==> config.mk <==
export PLATFORM = sky130hd
export DESIGN_NAME = dlsc_pcie_s6_inbound_trans_arb
export DESIGN_NICKNAME = d
export VERILOG_FILES = /design/src/rtl/dlsc_pcie_s6_inbound_trans_arb.sv
export SDC_FILE = /design/constraint.sdc
export NUM_CORES = 1
export LEC_CHECK = 0
export ABC_AREA = 1
export CAP_MARGIN = 0
export CORE_MARGIN = 2
export CORE_UTILIZATION = 40
export CTS_CLUSTER_SIZE = 12
export DETAILED_ROUTE_END_ITERATION = 8
export HOLD_SLACK_MARGIN = 0.02
export PLACE_DENSITY = 0.89
export SLEW_MARGIN = 20
export SYNTH_ARGS = -nofsm -noshare
export SYNTH_HDL_FRONTEND = slang
export SYNTH_SLANG_ARGS = --single-unit
==> constraint.sdc <==
create_clock -name clk -period 2.2 [get_ports clk]
set_clock_uncertainty 0.05 [all_clocks]
set_input_delay 0.33 -clock clk [delete_from_list [all_inputs] [get_ports clk]]
set_output_delay 0.33 -clock clk [all_outputs]
set_load 0.03 [all_outputs]
==> src/rtl/dlsc_pcie_s6_inbound_trans_arb.sv <==
// dlsc_pcie_s6_inbound_trans_arb: round-robin share of one inbound address translator among PORTS requesters
module dlsc_pcie_s6_inbound_trans_arb #(
  parameter int PORTS = 2,
  parameter int ADDR  = 32
) (
  input  logic                clk,
  input  logic                rst_n,
  input  logic [PORTS-1:0]    in_req,
  input  logic [3*PORTS-1:0]  in_bar,
  input  logic [62*PORTS-1:0] in_addr,
  input  logic [PORTS-1:0]    in_64,
  output logic [PORTS-1:0]    in_ack,
  output logic [ADDR-3:0]     in_ack_addr,
  output logic [2:0]          grant_id,
  output logic                busy,
  output logic                trans_req,
  output logic [2:0]          trans_req_bar,
  output logic [61:0]         trans_req_addr,
  output logic                trans_req_64,
  input  logic                trans_ack,
  input  logic [ADDR-3:0]     trans_ack_addr
);
  typedef enum logic [1:0] {IDLE, GRANT, GAP} state_t;
  state_t      state_q, state_d;
  logic [2:0]  ptr_q, ptr_d, grant_q, grant_d, bar_q, bar_d, win;
  logic [61:0] addr_q, addr_d;
  logic        w64_q, w64_d, req_q, req_d, req_g;
  assign grant_id       = grant_q;
  assign busy           = state_q != IDLE;
  assign trans_req      = req_q;
  assign trans_req_bar  = bar_q;
  assign trans_req_addr = addr_q;
  assign trans_req_64   = w64_q;
  assign in_ack_addr    = trans_ack_addr;
  assign req_g          = |(in_req & (PORTS'(1) << grant_q));
  assign in_ack         = (state_q == GRANT && trans_ack) ? PORTS'(1) << grant_q : '0;
  // pick the first requester above the pointer (downward scan keeps the nearest), then step the FSM
  always_comb begin
    win = '0;
    for (int i = PORTS; i >= 1; i--)
      if (|(in_req & (PORTS'(1) << ((int'(ptr_q) + i) % PORTS)))) win = 3'((int'(ptr_q) + i) % PORTS);
    state_d = state_q;
    ptr_d   = ptr_q;
    grant_d = grant_q;
    bar_d   = bar_q;
    addr_d  = addr_q;
    w64_d   = w64_q;
    req_d   = req_q;
    if (state_q == IDLE && |in_req) begin
      state_d = GRANT;
      ptr_d   = win;
      grant_d = win;
      bar_d   = in_bar[3*int'(win) +: 3];
      addr_d  = in_addr[62*int'(win) +: 62];
      w64_d   = in_64[win];
      req_d   = 1'b1;
    end
    if (state_q == GRANT && !req_g) begin
      state_d = GAP;
      req_d   = 1'b0;
    end
    if (state_q == GAP) state_d = IDLE;
  end
  // state and captured request registers with synchronous active-low reset
  always_ff @(posedge clk) begin
    if (!rst_n) begin
      state_q <= IDLE;
      ptr_q   <= 3'(PORTS-1);
      grant_q <= '0;
      bar_q   <= '0;
      addr_q  <= '0;
      w64_q   <= 1'b0;
      req_q   <= 1'b0;
    end else begin
      state_q <= state_d;
      ptr_q   <= ptr_d;
      grant_q <= grant_d;
      bar_q   <= bar_d;
      addr_q  <= addr_d;
      w64_q   <= w64_d;
      req_q   <= req_d;
    end
  end
endmodule

==> results of run 1 <==
[critical path: stages (launching register included)]
cell and delay, ns:
dfxtp_1 0.37, inv_1 0.08, nand2_1 0.17, clkdlybuf4s50_1 0.72
[metrics by stage]
step                hold WS, ns  setup slack, ns  instance area (um2)  total power, mW  std cells
floorplan                 0.379            0.475                 4210             3.08        764
global placement          0.395            0.301                 6200             3.87       1048
detailed placement        0.405            0.258                 6200             3.91       1048
CTS                       0.338            0.122                 6410             5.09       1063
global route              0.352           0.0629                 6410             5.36       1063
finish                    0.342            0.149                 6410             5.02       1063
[state kept, by name, summed over array words and instances (netlist names)]
name            cells
trans_req_addr     62
state_q             2
trans_req_64        1
ptr_q               1
trans_req_bar       3
grant_id            1
trans_req           1
[cell usage after synthesis]
| library cell | count | area [um2] |
|---|---|---|
| nor2_1 | 203 | 762 |
| conb_1 | 1 | 3.75 |
| a21oi_1 | 2 | 10.0 |
| dfxtp_1 | 71 | 1420 |
| buf_2 | 14 | 70.1 |
| buf_1 | 2 | 7.51 |
| o21ai_2 | 1 | 8.76 |
| nor2_2 | 1 | 6.26 |
| o21ai_0 | 1 | 5.00 |
| nand2_1 | 272 | 1020 |
| inv_1 | 137 | 514 |
| nand3_1 | 3 | 15.0 |
| nor3_1 | 2 | 10.0 |
| a21boi_0 | 1 | 7.51 |
| buf_4 | 39 | 293 |
| clkbuf_1 | 13 | 48.8 |
[worst paths after layout]
path              cells past startpoint  startpoint  slack (ns)                end
hold reg to reg                       2    ptr_q[0]        0.41           ptr_q[0]
hold / removal                        2       rst_n        0.34           ptr_q[0]
setup reg to reg                      7  state_q[0]        0.82  trans_req_addr[2]
setup / recovery                      3  state_q[1]        0.15               busy
[routing by layer]
metal  part of all wire, %  track usage (%)  vias up  wire (um)
met5                     0                0        -          0
met4                   3.0             8.81        0        346
met3                   7.7             5.58       39        888
met2                    48             35.7      159       5550
met1                    41             22.6     1902       4740
li1                      -                -     2422          -
[layout by cell type, fill, tap and decap left out]
| cell | count |
|---|---|
| clkbuf_8 | 10 |
| o21ai_0 | 1 |
| nor3_1 | 2 |
| bufinv_16 | 2 |
| a21oi_1 | 2 |
| nand3_1 | 3 |
| dfxtp_1 | 71 |
| clkbuf_1 | 2 |
| o21ai_4 | 1 |
| nor2_1 | 203 |
| nand2_4 | 1 |
| nor2_4 | 1 |
| inv_1 | 137 |
| buf_12 | 7 |
| clkdlybuf4s50_1 | 204 |
| clkinvlp_4 | 1 |
| conb_1 | 2 |
| buf_4 | 4 |
| nand2_1 | 271 |
| buf_2 | 1 |
| a21boi_0 | 1 |
[report_power, final]
part / leakage [nW] / switching [mW] / internal (mW) / total, mW
Combinational: 2.66 / 1.27 / 0.958 / 2.23
Clock: 0.103 / 0.486 / 0.665 / 1.15
Sequential: 0.590 / 0.117 / 1.52 / 1.63
Total: 3.35 / 1.88 / 3.14 / 5.02
[cell type report]
cell class | count | area share (%)
timing repair buffer | 216 | 34.6
multi-input combinational | 488 | 29.2
sequential | 71 | 22.2
inverter | 137 | 8.02
tap | 136 | 2.66
clock buffer | 12 | 2.26
clock inverter | 3 | 1.05
[cells by family after synthesis]
kind of cell / count (synthesis) / share of synthesized area [%]
AO/OA/AOI/OAI: 5 / 0.744
buffers and inverters: 205 / 22.2
flip-flops: 71 / 33.8
other: 1 / 0.0892
AND/OR/NAND/NOR: 481 / 43.2
==> results.txt, run 1 <==
crit end category -> output pin
initial antenna violation count -> 0
utilization after layout -> 62.4%
max_cap viols -> 0
Die ar. -> 0.0113 mm2
final wirelength -> 11.5 mm
port bufs -> 207
final setup TNS -> 0 ns
RSZ-0062 raised after global routing -> false
initial core utilization -> 40.9%
Clock Pin Slew Worst Setup and Hold Paths -> 0.07 ns
fin crit share -> 93.2%
Detail Placement HPWL -> 8.50 mm
ANT nets after route -> 0
Die X -> 107 um
Syn Std Cell Area -> 0.00420 mm2
Arrival @ worst endpoint -> 1.67 ns
highest clock rate -> 488 MHz
Final Wtd Congestion -> 0.782
row cnt -> 37
vias in the first global route -> 4138
IO Pins -> 270
diode count -> 0
TritonCTS clock tree -> done
setup repair bufs after CTS -> 0
Tot GR Track Use -> 20.2%
Num CTS Buffers -> 9
IR drop worst, VDD -> 351 uV
worst path required time -> 1.82 ns
Die Y-Extent -> 107 um
post-CTS resize count -> 0
clock sink total -> 71
Layout fillers -> 972
Pre-antenna DRT Iters -> 4
largest net degree at the start of global routing -> 52
clock latency on the worst-skew pair -> 0.33 ns
CP max FO -> 3
Tmin final -> 2.05 ns
Avg WL per Cell -> 10.8 um
Core ar. -> 0.0103 mm2
area used by multi-input combinational logic -> 0.00187 mm2
Crit Path Class -> register to output pin
Final setup viols -> 0
worst hold path type -> primary input to register
final slew viol count -> 0
Leak -> 3.35 nW
post-synthesis sequential area ratio -> 33.8%
Remaining Overflow, GRT -> 0
Total Nets Final -> 1090
layout cell share with drive strength beyond 1 -> 3.02%
Initial DRC Count -> 213
vias post-DR -> 4522
Max Buffers Root-to-Sink -> 2
Hold Fails Final Rpt -> 0
Netlist cell types -> 16
cells after synthesis -> 763
Mean Syn Cell Area -> 5.51 um2
hold buffers post-CTS -> 0
Yosys Warn Count -> 0
register area -> 0.00142 mm2
global-route wire length before repair -> 18.5 mm
power per cell area -> 783 mW/mm2
DR DRC count -> 0
CP startpoint kind -> register
area growth from synthesis to layout -> 52.4%
clk root buf -> clkbuf_8
status -> completed
Seq cells post-synth -> 71
H-Tree Depth -> 3
Avg Vias per Cell -> 4.25
No activity file was read; power rests on OpenSTA's default activity.
==> run 2: changes to the inputs <==
Settings changed: CORE_UTILIZATION 40 to 41, CTS_BUF_LIST set to sky130_fd_sc_hd__clkbuf_4, HOLD_SLACK_MARGIN 0.02 to not set, PLACE_DENSITY 0.89 to 0.91, SLEW_MARGIN 20 to 10.
==> run 2 against run 1 <==
Effect of this change: worst hold slack improved by 0.0052 ns; sequential cell count did not move; utilization rose by 1.2 points; routed wire length fell by 4.7%; count of clock-buffer cells in the layout fell by 1; cell area fell by 2.2%; maximum frequency rose by 1.2%; highest routed layer unchanged; via count fell by 2.2%; largest power group unchanged; critical path depth did not move; clock power fell by 43%; critical endpoint unchanged; non-clock buffer count did not move.
==> results.txt, run 2 (synthesis results as in run 1) <==
vias in the first global route -> 3914
Leak -> 3.30 nW
Remaining Overflow, GRT -> 0
area used by multi-input combinational logic -> 0.00187 mm2
crit path from -> state_q[1]
final slew viol count -> 0
met1 WL -> 4.53 mm
final setup TNS -> 0 ns
power per cell area -> 717 mW/mm2
vias post-DR -> 4424
Detail Placement HPWL -> 8.11 mm
Crit Path Class -> register to output pin
port bufs -> 207
max reg flops -> 62
Power, Total -> 4.49 mW
IO Pins -> 270
clk root buf -> clkbuf_4
register area -> 0.00142 mm2
Max Buffers Root-to-Sink -> 2
fin crit share -> 92.2%
Die ar. -> 0.0111 mm2
Num CTS Buffers -> 9
final worst setup slack -> 0.172 ns
Avg Vias per Cell -> 4.17
ANT nets after route -> 0
most frequent cells in the layout -> nand2_1 (271), clkdlybuf4s50_1 (204), nor2_1 (203)
Die Y-Extent -> 105 um
commonest non-fill, non-tap cell in the layout -> nand2_1
Hold WS -> 0.347 ns
final wirelength -> 11.0 mm
highest clock rate -> 493 MHz
Layout fillers -> 867
worst hold path startpoint -> rst_n
clock sink total -> 71
Final setup viols -> 0
clock latency on the worst-skew pair -> 0.37 ns
Arrival @ worst endpoint -> 1.65 ns
Tot GR Track Use -> 19.4%
DR top layer -> met4
Final Wtd Congestion -> 0.772
largest net degree at the start of global routing -> 71
Tmin final -> 2.03 ns
WL met3 -> 907 um
DR WL met2 -> 5.25 mm
Avg WL per Cell -> 10.4 um
RSZ-0062 raised after global routing -> false
layout cell share with drive strength beyond 1 -> 2.70%
Total Nets Final -> 1090
TritonCTS clock tree -> done
worst path required time -> 1.82 ns
max_cap viols -> 0
initial antenna violation count -> 1
Layout Cells excl Fill -> 1060
IR drop worst, VDD -> 390 uV
Core ar. -> 0.00986 mm2
DR DRC count -> 0
hold buffers post-CTS -> 0
utilization after layout -> 63.5%
CP max FO -> 3
worst r2r src -> state_q[1]
global-route wire length before repair -> 17.6 mm
CP startpoint kind -> register
row cnt -> 36
Die X -> 105 um
crit end category -> output pin
Final Instance Area -> 0.00627 mm2
status -> completed
Pre-antenna DRT Iters -> 4
Place WS -> 0.127 ns
worst hold path type -> primary input to register
Initial DRC Count -> 249
cell count after placement -> 1045
Clock Pin Slew Worst Setup and Hold Paths -> 0.11 ns
Area after DPL -> 0.00617 mm2
H-Tree Depth -> 3
Hold Fails Final Rpt -> 0
initial core utilization -> 42.6%
area growth from synthesis to layout -> 49.1%
[run 2: final timing paths]
path                       endpoint  slack (ns)  depth (start not counted)
setup reg to reg  trans_req_addr[9]        0.85                          7
hold / removal             ptr_q[0]        0.35                          2
hold reg to reg            ptr_q[0]        0.42                          2
setup / recovery               busy        0.17                          3
[run 2: what timing repair did]
| item | in CTS | in global routing |
|---|---|---|
| buffers inserted | 0 | 0 |
| endpoints found under the hold margin | 0 | 0 |
| gates resized for setup | 2 | 0 |
| setup endpoints to repair | 2 | 0 |
[run 2: cell type report]
class	count	area share, %
antenna	1	0.0399
clock buffer	11	1.32
clock inverter	3	0.200
inverter	137	8.21
multi-input combinational	488	29.9
sequential	71	22.7
tap	133	2.66
timing repair buffer	216	35.0
[run 2: critical path, cell delays in order, from the launching register on]
cell and delay, ns:
dfxtp_1 0.37, inv_1 0.07, nand2_1 0.14, clkdlybuf4s50_1 0.69
[run 2: report_power, final]
part           switching (mW)  total, mW  internal (mW)
combinational            1.27       2.21          0.941
sequential              0.108       1.62           1.52
clock                   0.416      0.655          0.238
total                    1.79       4.49           2.70
[run 2: layer usage]
| layer | vias to the layer above | GRT usage [%] |
|---|---|---|
| li1 | 2417 | - |
| met5 | - | 0 |
| met2 | 158 | 34.0 |
| met4 | 0 | 9.33 |
| met3 | 26 | 5.81 |
| met1 | 1823 | 21.4 |
==> run 3: changes to the inputs <==
Settings changed: PLACE_DENSITY 0.91 to not set, PLACE_DENSITY_LB_ADDON set to 0.08.
==> run 3 against run 2 <==
Effect of this change: cell area increased by 0.72%; routed wire length increased by 4.6%; critical path depth unchanged; sequential share of layout area decreased by 0.16 points; utilization increased by 0.46 points; global-route usage increased by 1.6 points; count of clock-buffer cells in the layout unchanged; power increased by 1.0%.
==> results.txt, run 3 (synthesis results as in run 1) <==
status -> completed
final slew viol count -> 0
row cnt -> 36
CP max FO -> 3
IO Pins -> 270
Tmin final -> 2.08 ns
Initial DRC Count -> 165
Max Buffers Root-to-Sink -> 2
Detail Placement HPWL -> 8.80 mm
Avg Vias per Cell -> 4.26
clk root buf -> clkbuf_4
hold worst-path end -> ptr_q[0]
initial antenna violation count -> 0
Arrival @ worst endpoint -> 1.70 ns
Reg2Reg Setup Slack -> 0.79 ns
Clock Pin Slew Worst Setup and Hold Paths -> 0.10 ns
Hold Path Stages -> 2
worst hold path type -> primary input to register
Crit Path Class -> register to output pin
final setup TNS -> 0 ns
Rel. slew slack -> 60.7%
worst r2r src -> state_q[1]
largest net degree at the start of global routing -> 42
worst-path cell chain -> inv_1 -> nand2_1 -> clkdlybuf4s50_1
Area after DPL -> 0.00622 mm2
Total Nets Final -> 1093
fin crit share -> 94.6%
Tot GR Track Use -> 21.0%
power per cell area -> 719 mW/mm2
Worst Tran Pin Value -> 0.589 ns
ANT nets after route -> 0
IR drop worst, VDD -> 394 uV
area growth from synthesis to layout -> 50.1%
clock sink total -> 71
RSZ-0062 raised after global routing -> false
Die X -> 105 um
TritonCTS clock tree -> done
Final Wtd Congestion -> 0.768
DR DRC count -> 0
Reg-to-Reg End -> trans_req_addr[60]
CP startpoint kind -> register
R2R cell count -> 7
Core ar. -> 0.00986 mm2
setup repair bufs after CTS -> 0
worst hold path startpoint -> rst_n
utilization after layout -> 64.0%
crit end category -> output pin
commonest non-fill, non-tap cell in the layout -> nand2_1
max_cap viols -> 0
port bufs -> 207
layout cell share with drive strength beyond 1 -> 3.01%
Worst path max stage delay -> 0.74 ns
initial core utilization -> 42.6%
vias post-DR -> 4526
Die Y-Extent -> 105 um
Remaining Overflow, GRT -> 0
vias in the first global route -> 4378
Final setup viols -> 0
Num CTS Buffers -> 9
clock latency on the worst-skew pair -> 0.39 ns
Final Instance Area -> 0.00631 mm2
Hold WS -> 0.373 ns
highest clock rate -> 480 MHz
Pre-antenna DRT Iters -> 4
diode count -> 0
final wirelength -> 11.5 mm
Layout fillers -> 930
slowest CP cell -> clkdlybuf4s50_1
Avg WL per Cell -> 10.8 um
max reg flops -> 62
worst path required time -> 1.82 ns
global-route wire length before repair -> 19.1 mm
H-Tree Depth -> 3
most frequent cells in the layout -> nand2_1 (271), clkdlybuf4s50_1 (204), nor2_1 (203)
Die ar. -> 0.0111 mm2
Leak -> 3.32 nW
Hold Fails Final Rpt -> 0
-- run 3: changes by cell type in the layout (fill, tap and decap cells not counted), sizes merged --
cell / delta
diode: -1
buf: +3
-- run 3: worst max-delay path by stage --
stage | from | endpoint | slack, ns | cells after the start
6_report | state_q[1] | busy | 0.12 | 3
5_1_grt | state_q[1] | busy | 0.01 | 3
2_1_floorplan | grant_id[0] | in_ack[1] | 0.48 | 2
3_3_place_gp | trans_ack | in_ack[0] | 0.13 | 4
3_5_place_dp | trans_ack | in_ack[1] | 0.13 | 4
4_1_cts | state_q[1] | busy | 0.06 | 3
-- run 3: critical path, delay by kind of cell, from the launching register on --
family / cells / cell delay [ns]
buffers and inverters: 2 / 0.81
DFF: 1 / 0.37
and+or+nand+nor: 1 / 0.13
-- run 3: report_power, final --
group / switching, mW / internal (mW) / total (mW)
registers: 0.116 / 1.52 / 1.63
logic: 1.28 / 0.963 / 2.25
clock network: 0.420 / 0.238 / 0.658
-- run 3: per-layer routing --
| metal | part of all wire, % | track usage (%) |
|---|---|---|
| met5 | 0 | 0 |
| met4 | 2.1 | 8.00 |
| met3 | 5.8 | 3.90 |
| met2 | 51 | 40.2 |
| met1 | 41 | 22.7 |
-- run 3: final cells by class --
cell class	count	area (um2)	share of cell area, %
clock buffers	11	82.6	1.31
well taps	133	166	2.64
clock inverters	3	12.5	0.198
flip-flops and latches	71	1420	22.5
repair buffers	219	2240	35.5
multi-input cells	488	1870	29.7
inverters	137	514	8.15
-- run 3: stage by stage --
stage	std cells	power [mW]	setup slack, ns
CTS	1062	4.61	0.0563
detailed placement	1048	3.93	0.135
global route	1062	4.90	0.0113
global placement	1048	3.88	0.134
floorplan	764	3.08	0.475
finish	1062	4.54	0.119
-- run 3: repair_timing --
action                     in CTS  in global routing
hold buffers                    0                  0
resized for setup               2                  0
setup endpoints to repair       2                  0
